$ cat src/rtl/grid_pkg.sv
// rtl/grid_pkg.sv - shared move codes, FSM state encodings and default grid dimensions
package grid_pkg;

    localparam int DEF_GRID_W      = 20;
    localparam int DEF_GRID_H      = 15;
    localparam int DEF_NUM_MAPS    = 4;
    localparam int DEF_NUM_PLAYERS = 2;

    // Any code not listed here is treated as NONE.
    localparam logic [2:0] MOVE_UP    = 3'b001;
    localparam logic [2:0] MOVE_LEFT  = 3'b010;
    localparam logic [2:0] MOVE_DOWN  = 3'b011;
    localparam logic [2:0] MOVE_RIGHT = 3'b100;

    typedef logic [1:0] fsm_state_t;

    localparam fsm_state_t ST_IDLE   = 2'd0;
    localparam fsm_state_t ST_LOOKUP = 2'd1;
    localparam fsm_state_t ST_COMMIT = 2'd2;

endpackage

$ cat src/rtl/grid_mover_if.sv
// rtl/grid_mover_if.sv - move request / response handshake bundle
interface grid_mover_if #(
    parameter int PW = 1,
    parameter int XW = 5,
    parameter int YW = 4
);

    logic          req_valid;
    logic          req_ready;
    logic [PW-1:0] req_player;
    logic [2:0]    req_move;

    logic          rsp_valid;
    logic [PW-1:0] rsp_player;
    logic          rsp_blocked;
    logic [XW-1:0] rsp_x;
    logic [YW-1:0] rsp_y;

    modport master (
        output req_valid, req_player, req_move,
        input  req_ready, rsp_valid, rsp_player, rsp_blocked, rsp_x, rsp_y
    );

    modport slave (
        input  req_valid, req_player, req_move,
        output req_ready, rsp_valid, rsp_player, rsp_blocked, rsp_x, rsp_y
    );

endinterface

$ cat src/rtl/map_ram.sv
// rtl/map_ram.sv - wall map storage, one write port and one synchronous read port
module map_ram
    import grid_pkg::*;
#(
    parameter int  GRID_W   = DEF_GRID_W,
    parameter int  GRID_H   = DEF_GRID_H,
    parameter int  NUM_MAPS = DEF_NUM_MAPS,
    localparam int MW       = $clog2(NUM_MAPS),
    localparam int YW       = $clog2(GRID_H)
) (
    input  logic              clk,
    input  logic              wr_en,
    input  logic [MW-1:0]     wr_map,
    input  logic [YW-1:0]     wr_row,
    input  logic [GRID_W-1:0] wr_data,
    input  logic              rd_en,
    input  logic [MW-1:0]     rd_map,
    input  logic [YW-1:0]     rd_row,
    output logic [GRID_W-1:0] rd_data
);

    localparam int DEPTH = NUM_MAPS * GRID_H;
    localparam int AW    = $clog2(DEPTH);

    logic [GRID_W-1:0] mem [DEPTH];
    logic [GRID_W-1:0] rd_data_q;
    logic [AW-1:0]     wr_addr;
    logic [AW-1:0]     rd_addr;
    logic              wr_ok;
    logic              rd_ok;

    // Map/row to linear address; rows past GRID_H or maps past NUM_MAPS never touch the array.
    always_comb begin
        wr_addr = AW'(wr_map) * AW'(GRID_H) + AW'(wr_row);
        rd_addr = AW'(rd_map) * AW'(GRID_H) + AW'(rd_row);
        wr_ok   = wr_en && (int'(wr_row) < GRID_H) && (int'(wr_map) < NUM_MAPS);
        rd_ok   = rd_en && (int'(rd_row) < GRID_H) && (int'(rd_map) < NUM_MAPS);
    end

    // Unreset storage; a same-cycle read of the row being written sees the old contents.
    always_ff @(posedge clk) begin
        if (wr_ok) begin
            mem[wr_addr] <= wr_data;
        end
        if (rd_ok) begin
            rd_data_q <= mem[rd_addr];
        end
    end

    assign rd_data = rd_data_q;

endmodule

$ cat src/rtl/grid_mover.sv
// rtl/grid_mover.sv - tile-grid move resolver with wall maps and player occupancy
module grid_mover
    import grid_pkg::*;
#(
    parameter int  GRID_W      = DEF_GRID_W,
    parameter int  GRID_H      = DEF_GRID_H,
    parameter int  NUM_MAPS    = DEF_NUM_MAPS,
    parameter int  NUM_PLAYERS = DEF_NUM_PLAYERS,
    localparam int XW          = $clog2(GRID_W),
    localparam int YW          = $clog2(GRID_H),
    localparam int MW          = $clog2(NUM_MAPS),
    localparam int PW          = (NUM_PLAYERS > 1) ? $clog2(NUM_PLAYERS) : 1
) (
    input  logic                      clk,
    input  logic                      rst_n,
    input  logic [MW-1:0]             map_sel,
    input  logic                      wr_en,
    input  logic [MW-1:0]             wr_map,
    input  logic [YW-1:0]             wr_row,
    input  logic [GRID_W-1:0]         wr_data,
    grid_mover_if.slave               bus,
    output logic [NUM_PLAYERS*XW-1:0] pos_x,
    output logic [NUM_PLAYERS*YW-1:0] pos_y
);

    fsm_state_t state_q, state_d;
    logic [PW-1:0] player_q, player_d;
    logic [MW-1:0] map_q, map_d;
    logic          none_q, none_d;
    logic          pre_blk_q, pre_blk_d;
    logic [XW-1:0] tgt_x_q, tgt_x_d;
    logic [YW-1:0] tgt_y_q, tgt_y_d;
    logic [XW-1:0] old_x_q, old_x_d;
    logic [YW-1:0] old_y_q, old_y_d;

    logic          rsp_valid_q, rsp_valid_d;
    logic [PW-1:0] rsp_player_q, rsp_player_d;
    logic          rsp_blocked_q, rsp_blocked_d;
    logic [XW-1:0] rsp_x_q, rsp_x_d;
    logic [YW-1:0] rsp_y_q, rsp_y_d;

    logic [XW-1:0] pos_x_q [NUM_PLAYERS];
    logic [XW-1:0] pos_x_d [NUM_PLAYERS];
    logic [YW-1:0] pos_y_q [NUM_PLAYERS];
    logic [YW-1:0] pos_y_d [NUM_PLAYERS];

    logic [XW-1:0]     cur_x, nx;
    logic [YW-1:0]     cur_y, ny;
    logic              player_ok;
    logic              edge_blk;
    logic              is_none;
    logic              occupied;
    logic              wall_hit;
    logic              blocked;
    logic              rd_en;
    logic [GRID_W-1:0] rd_data;

    // Wall row for the target is fetched only when the target is inside the grid and a real move.
    assign rd_en = (state_q == ST_LOOKUP) && !pre_blk_q && !none_q;

    map_ram #(
        .GRID_W   (GRID_W),
        .GRID_H   (GRID_H),
        .NUM_MAPS (NUM_MAPS)
    ) u_map_ram (
        .clk     (clk),
        .wr_en   (wr_en),
        .wr_map  (wr_map),
        .wr_row  (wr_row),
        .wr_data (wr_data),
        .rd_en   (rd_en),
        .rd_map  (map_q),
        .rd_row  (tgt_y_q),
        .rd_data (rd_data)
    );

    // Current position of the requesting player; an out-of-range index selects nothing.
    always_comb begin
        cur_x     = '0;
        cur_y     = '0;
        player_ok = 1'b0;
        for (int p = 0; p < NUM_PLAYERS; p++) begin
            if (bus.req_player == PW'(p)) begin
                cur_x     = pos_x_q[p];
                cur_y     = pos_y_q[p];
                player_ok = 1'b1;
            end
        end
    end

    // Target tile of the request; edge moves fall back to the current tile so no wrapped row is read.
    always_comb begin
        nx       = cur_x;
        ny       = cur_y;
        edge_blk = 1'b0;
        is_none  = 1'b0;
        case (bus.req_move)
            MOVE_RIGHT: begin
                edge_blk = (cur_x == XW'(GRID_W - 1));
                nx       = cur_x + XW'(1);
            end
            MOVE_LEFT: begin
                edge_blk = (cur_x == '0);
                nx       = cur_x - XW'(1);
            end
            MOVE_UP: begin
                edge_blk = (cur_y == '0);
                ny       = cur_y - YW'(1);
            end
            MOVE_DOWN: begin
                edge_blk = (cur_y == YW'(GRID_H - 1));
                ny       = cur_y + YW'(1);
            end
            default: is_none = 1'b1;
        endcase
        if (edge_blk) begin
            nx = cur_x;
            ny = cur_y;
        end
    end

    // Collision verdict in COMMIT: wall bit from the fetched row or another player on the target.
    always_comb begin
        wall_hit = rd_data[tgt_x_q];
        occupied = 1'b0;
        for (int p = 0; p < NUM_PLAYERS; p++) begin
            if ((player_q != PW'(p)) && (pos_x_q[p] == tgt_x_q) && (pos_y_q[p] == tgt_y_q)) begin
                occupied = 1'b1;
            end
        end
        blocked = pre_blk_q || (!none_q && (wall_hit || occupied));
    end

    // Request FSM: capture at acceptance, read in LOOKUP, respond and move in COMMIT.
    always_comb begin
        state_d       = state_q;
        player_d      = player_q;
        map_d         = map_q;
        none_d        = none_q;
        pre_blk_d     = pre_blk_q;
        tgt_x_d       = tgt_x_q;
        tgt_y_d       = tgt_y_q;
        old_x_d       = old_x_q;
        old_y_d       = old_y_q;
        rsp_valid_d   = 1'b0;
        rsp_player_d  = rsp_player_q;
        rsp_blocked_d = rsp_blocked_q;
        rsp_x_d       = rsp_x_q;
        rsp_y_d       = rsp_y_q;
        pos_x_d       = pos_x_q;
        pos_y_d       = pos_y_q;
        case (state_q)
            ST_IDLE: begin
                if (bus.req_valid) begin
                    state_d   = ST_LOOKUP;
                    player_d  = bus.req_player;
                    map_d     = map_sel;
                    none_d    = is_none;
                    pre_blk_d = edge_blk || !player_ok;
                    tgt_x_d   = nx;
                    tgt_y_d   = ny;
                    old_x_d   = cur_x;
                    old_y_d   = cur_y;
                end
            end
            ST_LOOKUP: begin
                state_d = ST_COMMIT;
            end
            ST_COMMIT: begin
                state_d       = ST_IDLE;
                rsp_valid_d   = 1'b1;
                rsp_player_d  = player_q;
                rsp_blocked_d = blocked;
                if (blocked || none_q) begin
                    rsp_x_d = old_x_q;
                    rsp_y_d = old_y_q;
                end else begin
                    rsp_x_d = tgt_x_q;
                    rsp_y_d = tgt_y_q;
                    for (int p = 0; p < NUM_PLAYERS; p++) begin
                        if (player_q == PW'(p)) begin
                            pos_x_d[p] = tgt_x_q;
                            pos_y_d[p] = tgt_y_q;
                        end
                    end
                end
            end
            default: state_d = ST_IDLE;
        endcase
    end

    // State registers; reset abandons any request in flight and restores start positions.
    always_ff @(posedge clk or negedge rst_n) begin
        if (!rst_n) begin
            state_q       <= ST_IDLE;
            player_q      <= '0;
            map_q         <= '0;
            none_q        <= 1'b0;
            pre_blk_q     <= 1'b0;
            tgt_x_q       <= '0;
            tgt_y_q       <= '0;
            old_x_q       <= '0;
            old_y_q       <= '0;
            rsp_valid_q   <= 1'b0;
            rsp_player_q  <= '0;
            rsp_blocked_q <= 1'b0;
            rsp_x_q       <= '0;
            rsp_y_q       <= '0;
            for (int p = 0; p < NUM_PLAYERS; p++) begin
                pos_x_q[p] <= XW'(1 + p);
                pos_y_q[p] <= YW'(1);
            end
        end else begin
            state_q       <= state_d;
            player_q      <= player_d;
            map_q         <= map_d;
            none_q        <= none_d;
            pre_blk_q     <= pre_blk_d;
            tgt_x_q       <= tgt_x_d;
            tgt_y_q       <= tgt_y_d;
            old_x_q       <= old_x_d;
            old_y_q       <= old_y_d;
            rsp_valid_q   <= rsp_valid_d;
            rsp_player_q  <= rsp_player_d;
            rsp_blocked_q <= rsp_blocked_d;
            rsp_x_q       <= rsp_x_d;
            rsp_y_q       <= rsp_y_d;
            pos_x_q       <= pos_x_d;
            pos_y_q       <= pos_y_d;
        end
    end

    // Flatten positions for the outside world, player p in slice p.
    always_comb begin
        pos_x = '0;
        pos_y = '0;
        for (int p = 0; p < NUM_PLAYERS; p++) begin
            pos_x[p*XW +: XW] = pos_x_q[p];
            pos_y[p*YW +: YW] = pos_y_q[p];
        end
    end

    assign bus.req_ready   = (state_q == ST_IDLE);
    assign bus.rsp_valid   = rsp_valid_q;
    assign bus.rsp_player  = rsp_player_q;
    assign bus.rsp_blocked = rsp_blocked_q;
    assign bus.rsp_x       = rsp_x_q;
    assign bus.rsp_y       = rsp_y_q;

endmodule
$ cat src/flat_wrapper.sv
// flat-port wrapper written by rule: the top's interface ports become plain ports
module grid_mover_flat import grid_pkg::*;
#(
    parameter int  GRID_W      = DEF_GRID_W,
    parameter int  GRID_H      = DEF_GRID_H,
    parameter int  NUM_MAPS    = DEF_NUM_MAPS,
    parameter int  NUM_PLAYERS = DEF_NUM_PLAYERS,
    localparam int XW          = $clog2(GRID_W),
    localparam int YW          = $clog2(GRID_H),
    localparam int MW          = $clog2(NUM_MAPS),
    localparam int PW          = (NUM_PLAYERS > 1) ? $clog2(NUM_PLAYERS) : 1
)
  (clk, rst_n, map_sel, wr_en, wr_map, wr_row, wr_data, pos_x, pos_y, bus_req_valid, bus_req_player, bus_req_move, bus_req_ready, bus_rsp_valid, bus_rsp_player, bus_rsp_blocked, bus_rsp_x, bus_rsp_y);
  grid_mover_if bus_i ();
  input  logic clk;
  input  logic rst_n;
  input  logic [MW-1:0] map_sel;
  input  logic wr_en;
  input  logic [MW-1:0] wr_map;
  input  logic [YW-1:0] wr_row;
  input  logic [GRID_W-1:0] wr_data;
  output logic [NUM_PLAYERS*XW-1:0] pos_x;
  output logic [NUM_PLAYERS*YW-1:0] pos_y;
  input wire logic [$bits(bus_i.req_valid)-1:0] bus_req_valid;
  input wire logic [$bits(bus_i.req_player)-1:0] bus_req_player;
  input wire logic [$bits(bus_i.req_move)-1:0] bus_req_move;
  output wire logic [$bits(bus_i.req_ready)-1:0] bus_req_ready;
  output wire logic [$bits(bus_i.rsp_valid)-1:0] bus_rsp_valid;
  output wire logic [$bits(bus_i.rsp_player)-1:0] bus_rsp_player;
  output wire logic [$bits(bus_i.rsp_blocked)-1:0] bus_rsp_blocked;
  output wire logic [$bits(bus_i.rsp_x)-1:0] bus_rsp_x;
  output wire logic [$bits(bus_i.rsp_y)-1:0] bus_rsp_y;
  assign bus_i.req_valid = bus_req_valid;
  assign bus_i.req_player = bus_req_player;
  assign bus_i.req_move = bus_req_move;
  assign bus_req_ready = bus_i.req_ready;
  assign bus_rsp_valid = bus_i.rsp_valid;
  assign bus_rsp_player = bus_i.rsp_player;
  assign bus_rsp_blocked = bus_i.rsp_blocked;
  assign bus_rsp_x = bus_i.rsp_x;
  assign bus_rsp_y = bus_i.rsp_y;
  grid_mover #(.GRID_W(GRID_W), .GRID_H(GRID_H), .NUM_MAPS(NUM_MAPS), .NUM_PLAYERS(NUM_PLAYERS)) u_core (.clk(clk), .rst_n(rst_n), .map_sel(map_sel), .wr_en(wr_en), .wr_map(wr_map), .wr_row(wr_row), .wr_data(wr_data), .bus(bus_i), .pos_x(pos_x), .pos_y(pos_y));
endmodule
$ cat config.mk
export PLATFORM = sky130hd
export DESIGN_NAME = grid_mover_flat
export DESIGN_NICKNAME = d
export VERILOG_FILES = /design/src/rtl/grid_pkg.sv /design/src/rtl/grid_mover_if.sv /design/src/rtl/map_ram.sv /design/src/rtl/grid_mover.sv /design/src/flat_wrapper.sv
export SDC_FILE = /design/constraint.sdc
export NUM_CORES = 1
export LEC_CHECK = 0
export ABC_AREA = 1
export CELL_PAD_IN_SITES_DETAIL_PLACEMENT = 0
export CELL_PAD_IN_SITES_GLOBAL_PLACEMENT = 1
export CORE_UTILIZATION = 56
export DETAILED_ROUTE_END_ITERATION = 12
export HOLD_SLACK_MARGIN = 0.1
export PLACE_DENSITY = 0.83
export SLEW_MARGIN = 20
export SYNTH_ARGS = -nofsm -noshare
export SYNTH_HDL_FRONTEND = slang
export SYNTH_SLANG_ARGS = --single-unit
$ cat constraint.sdc
create_clock -name clk -period 9.4 [get_ports clk]
set_input_delay 1.41 -clock clk [delete_from_list [all_inputs] [get_ports clk]]
set_output_delay 1.41 -clock clk [all_outputs]
set_load 0.02 [all_outputs]
# Word level (Yosys, flattened, before mapping)

Memories as Yosys holds them, arrays and structs flattened. A register that Yosys moved wholly into a read port is not among the register bits.
Cells that the tools add are included.

Equal/unequal tests: 13
Shifts and indexed selects: 0
Bitwise gates (word level): 2
Add/subtract/negate cells: 6
Mux-type cells: 19
Magnitude comparators: 3
Divide/modulo/power cells: 0
Reductions and logical operators: 21
Multiply operators: 2

Operators with widths:

| kind                                                                         | number |
|---|---|
| 5-bit two-way mux                                                            | 3 |
| 6-bit by 4-bit adder with 6-bit output                                       | 2 |
| 2-bit by 4-bit multiplier with 6-bit output, second input constant           | 2 |
| 4-bit two-way mux                                                            | 3 |
| 5-bit == test                                                                | 2 |
| 5-bit one-hot mux with 2 select lines                                        | 1 |
| 1-bit logical AND                                                            | 9 |
| 4-bit == test                                                                | 2 |
| 4-bit less-than comparator, second input constant                            | 2 |
| 4-bit one-hot mux with 2 select lines                                        | 1 |
| 1-bit two-way mux                                                            | 7 |
| 3-bit by 2-bit == test with 1-bit output, second input constant              | 2 |
| 5-bit by 6-bit less-than comparator with 1-bit output, second input constant | 1 |
| 3-bit AND reduction                                                          | 2 |
| 5-bit by 1-bit adder with 5-bit output, second input constant                | 1 |
| 1-bit binary-select mux with 5-bit select                                    | 1 |
| 5-bit == test, second input constant                                         | 1 |
| 5-bit zero test                                                              | 1 |
| 5-bit by 1-bit subtractor with 5-bit output, second input constant           | 1 |
| 4-bit by 1-bit adder with 4-bit output, second input constant                | 1 |
| 4-bit == test, second input constant                                         | 1 |
| 4-bit zero test                                                              | 1 |
| 1-bit one-hot mux with 4 select lines                                        | 1 |
| 2-bit one-hot mux with 2 select lines                                        | 1 |
| other kinds (13)                                                             | 17 |

Memories kept: 1
ROM bits: 0
Memory bits (writable): 1200
Bits in latches: 0
Flip-flop bits (word level): 55
Logic and storage cells: 85

Memory list:

| name                 | words | width | rd ports | clocked after memory_dff | wr ports | RTL line      | source |
|---|---|---|---|---|---|---|---|
| u_core.u_map_ram.mem | 60    | 20    | 1        | 1                        | 1        | map_ram.sv:25 | `logic [GRID_W-1:0] mem [DEPTH];` |

# Longest topological paths before layout

Gate-level depths: netlist (run 1).

Word-level depth: 11
Mapped depth: 16
Mapped depth without buffers: 15

# By module

From an unflattened synthesis (run 1), not the netlist that was laid out.

Cell total of the unflattened synthesis: 4714
Area total of the unflattened synthesis: 53343.7 µm²

Modules (own cells, without submodules):

| module     | cells each | sequential area each (µm²) | area each (µm²) | instances |
|---|---|---|---|---|
| map_ram    | 4202       | 36635.1                    | 49715.2         | 1 |
| grid_mover | 512        | 1381.3                     | 3628.5          | 1 |

# Worst setup path before layout (run 1)

No wires, ideal clock.

Path kind: input to register
Start point: input wr_map[0]
End point: memory u_core.u_map_ram.mem[10][0] in the netlist's numbering (enable)
Arrival: 4040 ps
Library setup time: 397 ps
Slack: 4963 ps
Path buffers: 0
Cell stages on the path: 8
Cells stage by stage: fa_1 > ha_1 > fa_1 > a31oi_1 > inv_1 > nor2_1 > nand2_1 > nor2_1

Longest elaborated chain between the ends: 2

RTL lines:

| item                                        | RTL line           | source |
|---|---|---|
| from (decl)                                 | flat_wrapper.sv:19 | `input logic [MW-1:0] wr_map;` |
| 2-bit by 4-bit multiplier with 6-bit output | map_ram.sv:34      | `wr_addr = AW'(wr_map) * AW'(GRID_H) + AW'(wr_row);` |
| 6-bit by 4-bit adder with 6-bit output      | map_ram.sv:34      |  |
| to (decl)                                   | map_ram.sv:25      |  |

Every way passes these cells.

# Worst setup path after layout (run 1)

Start point: input wr_map[1]
End point: memory u_core.u_map_ram.mem[46][10] in the netlist's numbering (enable)

Same word-level chain as after synthesis.

==> flow_metrics.tcl, run 1 <==
set metrics [dict create \
    ys.warnings.count 0 \
    antenna_found_initial 1 \
    drive_gt1_share_pct 7.71 \
    netlist_instances 4275 \
    slew_headroom_pct 18.1 \
    cts-resized-gates 0 \
    fin_util_pct 62.8 \
    cpMostUsedCell "fa_1" \
    cts_tree "yes" \
    dp_hpwl_um 73800 \
    synth_top_area_cell "edfxtp_1" \
    cts_num_sinks 1275 \
    final_cell_mix "edfxtp_1, nand2_1, nor2_1, o21ai_0, o22ai_1" \
    num_rows 111 \
    startpoint_type "primary input" \
    dr_total_vias 33700 \
    path_cells "clkdlybuf4s50_1 -> fa_1 -> ha_1 -> fa_1 -> xor2_1 -> nand2_1 -> nor2_2" \
    max_stage_delay_ns 1.08 \
    synth-seq-cells 1275 \
    synth_area_leaders "edfxtp_1, o21ai_0, nand2_1" \
    end_kind "flop" \
    port_buffers 66 \
    drt-total-wl_um 137000 \
    synth_top_area_share_pct 70.7 \
    clk_path_buf_depth 3 \
    ctsHoldBuffers 0 \
    ios 67 \
    criticalPathCategory "primary input to flop" \
    slowest_stage "nor2_2" \
    arrival_ns 5.63 \
    rsz0062_at_grt "no" \
    fill_cells 6921 \
    skew_ns 0.0201 \
    synthesis.area_mm2 0.0518 \
    layout_commonest_cell "edfxtp_1" \
    max-cap-violations 0 \
    final-setup-viol-count 0 \
    insertedDiodeCount 0 \
    area_growth_syn_to_layout_pct 11.2 \
    synth_area_per_cell_um2 12.1 \
    slew_violations 0 \
    first_pass_iters 5 \
    clock.fmax_mhz 189 \
    hold_violations 0 \
    ant_nets 0 \
    ys_seq_area_share_pct 73.4 \
    fp.dieH_um 306 \
    finalNetCount 4306 \
    drt_iter0_drc 4214 \
    numCtsBuffers 130 \
    drt-vias-per-instance 6.09 \
    worstMarginPinSlew_ns 1.23 \
    grt_max_degree 204 \
    ys_types 37 \
    critPathMaxFanout 20 \
    cts_root_buffer "clkbuf_16" \
    insertion_delay_ns 0.74 \
    required_ns 9.75 \
    post-cts-setup-buffers 0 \
    period_needed_ns 5.28 \
    cts.clk_slew.worst_paths_ns 0.06 \
    wl_per_cell_um 24.7 \
    outcome "finished, final reports clean" \
    die_w_um 306 \
    initial_core_util_pct 56.5 \
    htreeDepth 4 \
    grt_overflow 0 \
    grtUsageTotal_pct 29.1 \
    grt_pass1_vias 31500 \
    period_share_pct 56.2 \
    die_area_mm2 0.0937 \
    gp_congestion 0.879 \
    tns_ns 0 \
    syn_nets 4336 \
    hold_path_class "flop to flop" \
    drc 0 \
    grt_pass1_wl_um 201000 \
    core_mm2 0.0917 \
]
==> final timing paths <==
| kind | slack (ns) | cells past startpoint | end | start |
|---|---|---|---|---|
| worst max-delay path | 4.12 | 7 | u_core.u_map_ram.mem[46][10]$_DFFE_PP_ | wr_map[1] |
| worst min-delay path | 0.47 | 1 | u_core.state_q[1]$_DFFE_PN0P_ | u_core.state_q[1]$_DFFE_PN0P_ |
| worst max register to register | 5.02 | 12 | u_core.u_map_ram.rd_data[8]$_DFFE_PP_ | u_core.tgt_y_q[1]$_DFFE_PN0P_ |
| worst min register to register | 0.47 | 1 | u_core.state_q[1]$_DFFE_PN0P_ | u_core.state_q[1]$_DFFE_PN0P_ |
| max in group asynchronous | 8.09 | 2 | u_core.pre_blk_q$_DFFE_PN0P_ | rst_n |
| min in group asynchronous | 0.81 | 2 | u_core.tgt_x_q[4]$_DFFE_PN0P_ | rst_n |
==> logic make-up after synthesis <==
group / Yosys count / share of synthesized area, %
AND/OR/NAND/NOR: 1619 / 12.3
XOR/XNOR: 11 / 0.201
flip-flops: 1275 / 73.4
adder cells (fa/ha/maj): 25 / 0.749
AO/OA/AOI/OAI: 997 / 10.5
buffers and inverters: 348 / 2.82
==> worst max-delay path, delay by kind of cell <==
kind,cells,cell delay [ns]
buffers and inverters,1,0.60
xor gates and xnor gates,1,0.66
adders and majority gates,3,1.17
and+or+nand+nor,2,1.77
==> registers in the layout, summed over array words and instances (netlist names), 5 cells and up <==
| name | count |
|---|---|
| u_core.u_map_ram.mem | 1200 |
| u_core.u_map_ram.rd_data | 20 |
| u_core.pos_x | 10 |
| u_core.pos_y | 8 |
| u_core.bus.rsp_x | 5 |
| u_core.old_x_q | 5 |
| u_core.tgt_x_q | 5 |
==> cell usage after synthesis <==
cell	instances
a21oi_1	44
a21oi_2	1
a31oi_1	6
a41oi_1	1
buf_1	19
buf_2	59
buf_4	11
buf_6	5
clkbuf_1	179
dfrtp_1	51
dfstp_2	4
edfxtp_1	1220
fa_1	10
ha_1	15
inv_1	70
inv_2	5
nand2_1	754
nand2_2	1
nand3_1	157
nand3_2	2
nand4_1	16
nand4_4	2
nor2_1	683
nor2_8	1
nor3_1	2
o211ai_1	15
o21a_1	1
o21ai_0	616
o21ai_1	26
o21bai_1	5
o21bai_4	1
o221ai_1	5
o22ai_1	276
or2_2	1
xnor2_1	5
xnor2_2	1
xor2_1	5
==> layout make-up <==
cell class | count | area [um^2] | share of cell area [%]
Clock buffer | 161 | 3430 | 5.96
Clock inverter | 70 | 622 | 1.08
Inverter | 75 | 299 | 0.519
Multi-Input combinational cell | 2652 | 12800 | 22.2
Sequential cell | 1275 | 38000 | 66.0
Tap cell | 1186 | 1480 | 2.58
Timing Repair Buffer | 111 | 976 | 1.69
==> stage by stage <==
| step | hold slack (ns) | cells | area (um^2) | worst slack (ns) |
|---|---|---|---|---|
| after global placement | 0.453 | 5298 | 53300 | 3.71 |
| after global routing | 0.490 | 5530 | 57600 | 4.11 |
| after floorplan | 0.435 | 4275 | 51800 | 4.96 |
| after CTS | 0.472 | 5529 | 57400 | 4.32 |
| after detailed placement | 0.465 | 5298 | 53300 | 3.61 |
| final | 0.471 | 5530 | 57600 | 4.12 |
==> metal layers <==
layer / vias up / track usage (%) / part of all wire [%]
met2: 1664 / 43.8 / 46
met4: 2 / 10.3 / 3.0
met1: 16500 / 42.3 / 41
met3: 220 / 6.32 / 9.9
li1: 15400 / - / -
met5: - / 0 / 0.0059
Power of run 1 is not shown: default switching activity piles up to over one toggle a cycle in this logic, so the estimate is an artifact.
==> run 2, diff against run 1 <==
CORE_UTILIZATION = 47   (was 56)
PLACE_DENSITY = 0.74   (was 0.83)
clock period = 4.4 ns   (was 9.4 ns; I/O delays follow)
==> flow_metrics.tcl, run 2 (synthesis results as in run 1) <==
set metrics [dict create \
    cts_num_sinks 1275 \
    cts-resized-gates 0 \
    clk_path_buf_depth 3 \
    dp_hpwl_um 89100 \
    numCtsBuffers 135 \
    r2r_end "u_core.u_map_ram.rd_data[7]$_DFFE_PP_" \
    wl_per_cell_um 25.2 \
    largest-register "u_core.u_map_ram.mem" \
    end_kind "flop" \
    skew_ns 0.0268 \
    fill_cells 9044 \
    instances_no_fill 5902 \
    grt_overflow 0 \
    grtUsageTotal_pct 26.5 \
    final-setup-viol-count 0 \
    antenna_found_initial 7 \
    final_cell_mix "edfxtp_1, nand2_1, nor2_1, o21ai_0, o22ai_1" \
    min_from "wr_data[14]" \
    ios 67 \
    first_pass_iters 6 \
    drt-vias-per-instance 5.82 \
    cts_root_buffer "clkbuf_16" \
    period_needed_ns 3.82 \
    largest_register_ff_count 1200 \
    criticalPathCategory "flop to flop" \
    htreeDepth 4 \
    drt_iter0_drc 4372 \
    hold_path_depth 1 \
    core_mm2 0.109 \
    insertion_delay_ns 0.75 \
    seqCellArea_mm2 0.0380 \
    slew_headroom_pct 21.5 \
    r2r_slack_ns 0.58 \
    startpoint "u_core.tgt_y_q[1]$_DFFE_PN0P_" \
    dp.cells 5657 \
    arrival_ns 4.42 \
    clock.fmax_mhz 262 \
    grt_pass1_vias 32200 \
    max-cap-violations 0 \
    insertedDiodeCount 0 \
    num_rows 121 \
    slew_violations 0 \
    initial_core_util_pct 47.5 \
    startpoint_type "flop" \
    reg2reg_depth 11 \
    cts_tree "yes" \
    rsz0062_at_grt "no" \
    critPathMaxFanout 38 \
    hold_path_class "primary input to flop" \
    ant_nets 0 \
    dr_total_vias 34300 \
    layout_commonest_cell "edfxtp_1" \
    whs_endpoint "u_core.u_map_ram.mem[28][14]$_DFFE_PP_" \
    drive_gt1_share_pct 10.6 \
    gp_congestion 0.870 \
    drt-total-wl_um 149000 \
    worstMarginPinSlew_ns 1.18 \
    die_w_um 334 \
    period_share_pct 86.7 \
    grt_pass1_wl_um 217000 \
    whs_ns 0.393 \
    r2r_start "u_core.tgt_y_q[1]$_DFFE_PN0P_" \
    die_area_mm2 0.112 \
    area_growth_syn_to_layout_pct 15.2 \
    hold_violations 0 \
    port_buffers 66 \
    multi_input_area_mm2 0.0126 \
    tns_ns 0 \
    finalNetCount 4442 \
    cts.clk_slew.worst_paths_ns 0.06 \
    required_ns 5.00 \
    drc 0 \
    grt_max_degree 164 \
    outcome "finished, final reports clean" \
    fp.dieH_um 334 \
]
-- run 2: critical path, stage by stage (launching register included) --
cell	delay [ns]
dfrtp_1	0.47
fa_1	0.61
ha_4	0.14
inv_1	0.05
fa_4	0.91
buf_4	0.46
nand3_1	0.21
nand3_1	0.13
o21ai_0	0.14
a21oi_1	0.26
nand2_1	0.18
nand2_1	0.09
-- run 2: through the flow --
step | worst slack, ns | util [%] | instance area, um^2
CTS | 0.596 | 54.7 | 59600
global route | 0.402 | 54.7 | 59600
floorplan | 0.713 | - | 51800
detailed placement | 0.162 | 50.7 | 55300
finish | 0.584 | 54.7 | 59600
global placement | 0.183 | 50.7 | 55300
-- run 2: worst max path at each step --
stage               slack [ns]                                     to
global route              0.40  u_core.u_map_ram.rd_data[7]$_DFFE_PP_
finish                    0.58  u_core.u_map_ram.rd_data[7]$_DFFE_PP_
floorplan                 0.71  u_core.u_map_ram.mem[10][0]$_DFFE_PP_
CTS                       0.60  u_core.u_map_ram.rd_data[7]$_DFFE_PP_
detailed placement        0.16   u_core.u_map_ram.mem[1][3]$_DFFE_PP_
global placement          0.18   u_core.u_map_ram.mem[1][3]$_DFFE_PP_
-- run 2: timing repair --
| item | 4_1_cts | 5_1_grt |
|---|---|---|
| hold buffers | 1 | 0 |
| endpoints found under the hold margin | 51 | 0 |
| buffers inserted | 0 | 0 |
-- run 2: final cells by class --
class                      instances  area share (%)
clock inverter                    75            1.11
inverter                          75           0.501
clock buffer                     169            6.13
multi-input combinational       2652            21.0
tap                             1414            2.97
sequential                      1275            63.7
timing repair buffer             242            4.51
-- run 2: per-layer routing --
metal  GRT usage [%]  up-vias  wire [um]  share of wire (%)
met5               0        -          0                  0
met4            7.83        0       3650                2.5
met3            3.95      189      11800                8.0
met2            41.7     1500      69600                 47
met1            38.4    17000      63700                 43
li1                -    15600          -                  -
Power of run 2 is left out for the same reason.
